<file path="config.mk">
export PLATFORM = sky130hd
export DESIGN_NAME = poke_entry
export DESIGN_NICKNAME = d
export VERILOG_FILES = /design/src/rtl/poke_entry.sv
export SDC_FILE = /design/constraint.sdc
export NUM_CORES = 1
export LEC_CHECK = 0
export BUFFER_PORTS_ARGS = -buffer_cell sky130_fd_sc_hd__buf_2
export CORE_ASPECT_RATIO = 1.2
export CORE_UTILIZATION = 42
export CTS_CLUSTER_DIAMETER = 50
export DETAILED_ROUTE_END_ITERATION = 16
export GPL_ROUTABILITY_DRIVEN = 0
export GPL_TIMING_DRIVEN = 1
export PLACE_DENSITY = 0.65
export SLEW_MARGIN = 10
export SYNTH_ARGS = -nofsm -noshare
export SYNTH_HDL_FRONTEND = slang
export SYNTH_SLANG_ARGS = --single-unit
</file>
<file path="constraint.sdc">
create_clock -name Clk -period 2.67 [get_ports Clk]
set_input_delay 0.534 -clock Clk [delete_from_list [all_inputs] [get_ports Clk]]
set_output_delay 0.534 -clock Clk [all_outputs]
set_load 0.1 [all_outputs]
</file>
<file path="src/rtl/poke_entry.sv">
// Switch/push-key hex entry: assembles a 32-bit word and pokes it into the register file or memory.
// Optional POKE_AUTOINC_EN: bump addrReg by 4 after each acknowledged memory poke.
module poke_entry #(
  parameter int DEBOUNCE_CYCLES = 16,
  parameter int ACK_TIMEOUT     = 64
) (
  input  logic        Clk,
  input  logic        Rst,
  input  logic        keyN,
  input  logic [9:0]  switches,
  output logic [31:0] entryData,
  output logic [3:0]  nibbleCount,
  output logic [31:0] addrReg,
  output logic        regWrEn,
  output logic [4:0]  regWrAddr,
  output logic [31:0] regWrData,
  output logic        memWrReq,
  output logic [31:0] memWrAddr,
  output logic [31:0] memWrData,
  input  logic        memWrAck,
  output logic        busy,
  output logic        pokeErr
);

  typedef enum logic [2:0] {IDLE, DEBOUNCE, EXEC, MEM_REQ, RELEASE} state_t;

  localparam logic [15:0] DB_LAST = 16'(DEBOUNCE_CYCLES - 1);
  localparam logic [15:0] TO_LAST = 16'(ACK_TIMEOUT - 1);

  state_t      state;
  logic [1:0]  key_sync;
  logic        key_s;
  logic [15:0] cnt;
  logic [1:0]  cmd_op;
  logic        cmd_clr;
  logic [4:0]  cmd_idx;
  logic        unused_sw;

  assign key_s     = key_sync[1];
  assign busy      = (state != IDLE);
  assign unused_sw = ^switches[6:5];

  always_ff @(posedge Clk or negedge Rst) begin
    if (!Rst) begin
      state       <= IDLE;
      key_sync    <= 2'b11;
      cnt         <= '0;
      cmd_op      <= '0;
      cmd_clr     <= 1'b0;
      cmd_idx     <= '0;
      entryData   <= '0;
      nibbleCount <= '0;
      addrReg     <= '0;
      regWrEn     <= 1'b0;
      regWrAddr   <= '0;
      regWrData   <= '0;
      memWrReq    <= 1'b0;
      memWrAddr   <= '0;
      memWrData   <= '0;
      pokeErr     <= 1'b0;
    end else begin
      key_sync <= {key_sync[0], keyN};
      regWrEn  <= 1'b0;
      case (state)
        IDLE: begin
          // cnt counts low samples seen, including this first one
          if (!key_s) begin
            if (DB_LAST == 16'd0) begin
              cmd_op  <= switches[9:8];
              cmd_clr <= switches[7];
              cmd_idx <= switches[4:0];
              pokeErr <= 1'b0;
              state   <= EXEC;
            end else begin
              cnt   <= 16'd1;
              state <= DEBOUNCE;
            end
          end
        end
        DEBOUNCE: begin
          if (key_s) begin
            state <= IDLE;
          end else if (cnt == DB_LAST) begin
            cmd_op  <= switches[9:8];
            cmd_clr <= switches[7];
            cmd_idx <= switches[4:0];
            pokeErr <= 1'b0;
            state   <= EXEC;
          end else begin
            cnt <= cnt + 16'd1;
          end
        end
        EXEC: begin
          cnt   <= '0;
          state <= RELEASE;
          case (cmd_op)
            2'b00: begin
              if (cmd_clr) begin
                entryData   <= '0;
                nibbleCount <= '0;
              end else begin
                entryData <= {entryData[27:0], cmd_idx[3:0]};
                if (nibbleCount != 4'd8) nibbleCount <= nibbleCount + 4'd1;
              end
            end
            2'b01: addrReg <= entryData;
            2'b10: begin
              regWrEn   <= 1'b1;
              regWrAddr <= cmd_idx;
              regWrData <= entryData;
            end
            default: begin
              memWrReq  <= 1'b1;
              memWrAddr <= addrReg;
              memWrData <= entryData;
              state     <= MEM_REQ;
            end
          endcase
        end
        MEM_REQ: begin
          // ack is checked first so an ack on the final timeout cycle still succeeds
          if (memWrAck) begin
            memWrReq <= 1'b0;
            cnt      <= '0;
            state    <= RELEASE;
`ifdef POKE_AUTOINC_EN
            addrReg  <= addrReg + 32'd4;
`endif
          end else if (cnt == TO_LAST) begin
            memWrReq <= 1'b0;
            pokeErr  <= 1'b1;
            cnt      <= '0;
            state    <= RELEASE;
          end else begin
            cnt <= cnt + 16'd1;
          end
        end
        RELEASE: begin
          if (!key_s)              cnt   <= '0;
          else if (cnt == DB_LAST) state <= IDLE;
          else                     cnt   <= cnt + 16'd1;
        end
        default: state <= IDLE;
      endcase
    end
  end

endmodule

</file>
# Word-level counts from Yosys, hierarchy flattened
# Index checks and enable logic that the tools add are counted.
# Widths: inputs -> output; s select.
[word_totals] reg_bits=201 output_inout_bits=173 elab_cells=87
[op_classes] add_sub_neg=2 n_eq_ne=19 muxes=30 bitwise_logic=2 n_reduce_logical=18
[op_table] op="$mux 16" count=6
[op_table] op="$pmux 16 s5" count=1
[op_table] op="$mux 32" count=1
[op_table] op="$mux 3" count=8
[op_table] op="$add 16x1->16 const B" count=1
[op_table] op="$eq 16x4->1 const B" count=1
[op_table] op="$eq 16x6->1 const B" count=1
[op_table] op="$ne 2x2->1 const B" count=8
[op_table] op="$pmux 3 s5" count=1
[op_table] op="$reduce_and 3->1" count=4
[op_table] op="$reduce_and 5->1" count=2
[op_table] op="$mux 1" count=9
[op_table] op="$mux 4" count=2
[op_table] op="$reduce_and 2->1" count=4
[op_table] op="$eq 3x2->1 const B" count=2
[op_table] op="$ne 3x3->1 const B" count=2
[op_table] op="$reduce_bool 2->1" count=3
[op_table] op="$reduce_bool 5->1" count=1
[op_table] op="$add 4x1->4 const B" count=1
[op_table] op="$ne 4x4->1 const B" count=1
[op_table] op="$pmux 1 s2" count=2
[op_table] op="$eq 3x1->1 const B" count=1
[op_table] op="$eq 3x3->1 const B" count=1
[op_table] op="$logic_not 3->1" count=1
[op_table] op="other kinds (6)" count=7

# Longest topological paths before layout
[logic_depth] depth_word=4 mapped_depth=7 depth_no_buf=6

# Worst setup path after synthesis
# No wires, ideal clock.
[synth_timing] kind="flip-flop to flip-flop" startpoint="register nibbleCount[0]" endpoint="register nibbleCount[3]" setup_time_ns=0.160 arrival_time_ns=1.774 required_time_ns=2.510 setup_slack_ns=0.736 stages_incl_launch_ff=7 path_buffers=0 path_cell_list="dfrtp_1 > inv_1 > ha_1 > nand2_1 > o31ai_1 > o21ai_0 > o41ai_1"
[synth_between] elab_chain_len=3 word_cells_on_any_way=6 classes_between="add/sub (1); eq/ne (1); mux (2); reduce/logical (2)"
[synth_lines] element="start, declared" line="12" source="output logic [3:0] nibbleCount,"
[synth_lines] element="start signal, assigned" line="103" source="if (nibbleCount != 4'd8) nibbleCount <= nibbleCount + 4'd1;"
[synth_lines] element="$add 4x1->4 / $ne 4x4->1 (equally long branches)" line="103"
[synth_lines] element="$mux 4 / $reduce_bool 2->1 (equally long branches)"
[synth_lines] element="$mux 4 / $reduce_and 3->1 (equally long branches)"
# Several ways; a longest one is shown, not always the timed one. The select of a mux whose other input is x is not followed.
# A chain may end at the register's enable or synchronous reset.

# Final worst setup path
[layout_timing] startpoint="register cnt[4]" endpoint="register cnt[0]"
[layout_between] elab_chain_len=4 word_cells_on_any_way=8 classes_between="eq/ne (2); mux (6)"
[layout_lines] element="start, declared" line="33" source="logic [15:0] cnt;"
[layout_lines] element="start signal, assigned" line="90" source="cnt <= cnt + 16'd1;"
[layout_lines] element="start signal, assigned" line="135" source="cnt <= cnt + 16'd1;"
[layout_lines] element="start signal, assigned" line="141" source="else cnt <= cnt + 16'd1;"
[layout_lines] element="$eq 16x4->1 / $eq 16x6->1 (equally long branches)" line="83, 140, 129"
[layout_lines] element="$mux 16, on equally long branches (2 in a row)"
[layout_lines] element="$pmux 16 s5 *" line="64" source="case (state)"
# Every way passes the cells marked *; elsewhere a longest branch is shown, timed or not. The select of a mux whose other input is x is not followed.

==> flow_metrics.env <==
export IMPL_outcome="finished, final reports clean"
export IMPL_yosysSeqAreaShare_pct=60.87
export IMPL_arrival_ps=2690
export IMPL_async_reset_ff_share_pct=100.0
export IMPL_die_w_um=130.1
export IMPL_grt_antenna_before_repair=0
export IMPL_drtAntennaViolNets=0
export IMPL_ys_ff_latch=201
export IMPL_cts_resized=0
export IMPL_worstMarginPinSlew_ps=700.3
export IMPL_syn_to_final_growth_pct=24.14
export IMPL_powerDensity_nw_per_um2=610.8
export IMPL_hold_slack_ps=46.18
export IMPL_grt_max_degree=77
export IMPL_skew_ps=15.89
export IMPL_drc=0
export IMPL_vias=5684
export IMPL_ir_drop_uv=441.3
export IMPL_ys_warn_count=0
export IMPL_nets=831
export IMPL_synth_top_area_share_pct=60.24
export IMPL_synth_edff_count=0
export IMPL_fillers=1651
export IMPL_vias_per_cell=5.234
export IMPL_cts_tree="yes"
export IMPL_final_hold_viol_count=0
export IMPL_min_period_ps=2324
export IMPL_cts_made_buffers=22
export IMPL_tns_ps=0
export IMPL_initial_core_util_pct=43.37
export IMPL_h_tree_depth=1
export IMPL_detailed_place_hpwl_um=13010
export IMPL_wl_met2_um=9552
export IMPL_clk_pin_slew_ps=60
export IMPL_cts_setup_buffers=0
export IMPL_grt_pass1_wl_um=30950
export IMPL_clock_path_buffers=3
export IMPL_cts_root_buf="clkbuf_16"
export IMPL_seqCellArea_um2=5032
export IMPL_placed_cells=1046
export IMPL_path_class="register to register"
export IMPL_cts_sinks=201
export IMPL_wl_per_cell_um=17.52
export IMPL_die_area_um2=20250
export IMPL_maxCapViolations=0
export IMPL_rsz0062_at_grt="no"
export IMPL_hp_class="primary input to asynchronous set/reset pin"
export IMPL_final_layout_size_suffix_gt1_share_pct=46.75
export IMPL_drv_slew=0
export IMPL_grt_usage_pct=19.20
export IMPL_m1WireLength_um=8010
export IMPL_drt_pass1_iterations=4
export IMPL_row_count=55
export IMPL_layout_cells_non_filler=1086
export IMPL_synth_cells=623
export IMPL_synth_distinct_cells=55
export IMPL_wl_met3_um=978
export IMPL_syn_cell_area_um2=8267
export IMPL_period_share_pct=87.05
export IMPL_critPathMaxFanout=8
export IMPL_fmax_ghz=0.4303
export IMPL_core_um2=19060
export IMPL_yosysTopAreaCell="dfrtp_1"
export IMPL_die_y_um=155.7
export IMPL_max_slew_margin_pct=53.32
export IMPL_ys_dominant_reg_cell="dfrtp_1"
export IMPL_drt_total_wl_um=19030
export IMPL_antenna_cells=0
export IMPL_postCtsHoldBufs=0
export IMPL_io_pins=187
export IMPL_synth_nets=640
export IMPL_p_leak_nw=5.665
export IMPL_multiInputGateArea_um2=3083
export IMPL_grt_pass1_vias=5793
export IMPL_top_layer_used="met4"
export IMPL_io_buffers=184
export IMPL_drtIter0Drc=374
export IMPL_cp_start_kind="register"
export IMPL_synth_avg_cell_area_um2=13.27
export IMPL_clk_latency_ps=500
export IMPL_crit_required_ps=3040
export IMPL_end_kind="register"
export IMPL_overflow=0
export IMPL_setup_viol=0
export IMPL_ys_top_cells_by_area="dfrtp_1 60%, mux2_2 18%, nand2_1 3.9%"
==> power breakdown <==
group	internal, mW	switching [mW]
clock network	1.79	1.23
logic	0.0503	0.110
registers	3.06	0.0238
total	4.90	1.36
==> critical path: stages, from the launching register on <==
cell	delay [ps]
dfrtp_1	510
nor4bb_1	410
nand4_1	260
a22oi_1	650
nor2_1	80
a221o_1	290
==> metal layers <==
metal	vias up	track usage, %
met5	-	0
met4	0	6.700
met3	41	3.429
met2	181	32.85
met1	2878	24.23
li1	2584	-
==> synth_stat cells, types with 6 or more instances <==
| master | n |
|---|---|
| clkbuf_1 | 18 |
| nand3_1 | 6 |
| buf_2 | 10 |
| o21ai_0 | 14 |
| mux2_2 | 130 |
| a21oi_1 | 11 |
| dfrtp_1 | 199 |
| nor3_1 | 7 |
| nand2_1 | 85 |
| nand3b_1 | 34 |
| mux2_4 | 7 |
| inv_1 | 7 |
| nor2_1 | 12 |
==> flip-flops by register name (all words and copies together), names as in the netlist <==
register / cells
addrReg: 32
state: 3
entryData: 32
memWrData: 32
regWrAddr: 5
pokeErr: 1
cmd_idx: 5
key_sync: 2
regWrData: 32
memWrReq: 1
cmd_op: 2
nibbleCount: 4
cnt: 16
memWrAddr: 32
regWrEn: 1
cmd_clr: 1
==> path summary, 6_finish.rpt <==
kind | start | to | slack [ps] | cells past startpoint
max | cnt[4]$_DFFE_PN0P_ | cnt[0]$_DFFE_PN0P_ | 350 | 5
min | Rst | memWrAddr[15]$_DFFE_PN0P_ | 50 | 1
max reg2reg | cnt[4]$_DFFE_PN0P_ | cnt[0]$_DFFE_PN0P_ | 350 | 5
min reg2reg | key_sync[0]$_DFF_PN1_ | key_sync[1]$_DFF_PN1_ | 360 | 0
max in group asynchronous | Rst | memWrData[7]$_DFFE_PN0P_ | 1800 | 2
min in group Clk | keyN | key_sync[0]$_DFF_PN1_ | 140 | 1
==> area by class of cell <==
cell class	count	area share, %
clock buffer	29	5.816
sequential	201	49.04
inverter	7	0.2560
clock inverter	11	1.280
timing repair buffer	198	10.45
tap	256	3.121
multi-input combinational	384	30.04
==> through the flow <==
stage | cell area (um2) | total power, mW | setup WS [ps] | util, %
after global placement | 9534 | 3.297 | 485.0 | 50.02
final | 10260 | 6.268 | 345.8 | 53.84
after floorplan | 8267 | 3.202 | 736.0 | -
after global routing | 10260 | 6.481 | 227.5 | 53.84
after CTS | 10260 | 6.341 | 364.9 | 53.84
after detailed placement | 9534 | 3.306 | 388.5 | 50.02
==> cell families (layout without fill, tap and decap cells) <==
kind of cell               count (synthesis)  in the layout  synth area share [%]
AOI/OAI and AO/OA                         56             56                 4.420
buffers and inverters                     38            245                 2.058
and+or+nand+nor                          180            180                 12.23
muxes                                    142            142                 19.65
DFF                                      201            201                 60.87
xor gates and xnor gates                   3              3                0.3179
adders and majority gates                  3              3                0.4541
==> placed cells by master (no fill, tap or decap), drive strengths merged, types with 6 or more instances in the layout <==
master / instances
a21oi: 12
buf: 197
clkbuf: 30
clkinv: 6
dfrtp: 199
inv: 10
mux2: 141
nand2: 85
nand3: 6
nand3b: 34
nand4: 6
nor2: 12
nor3: 7
o21ai: 14
Note: power is estimated with default switching activity, not from simulation.
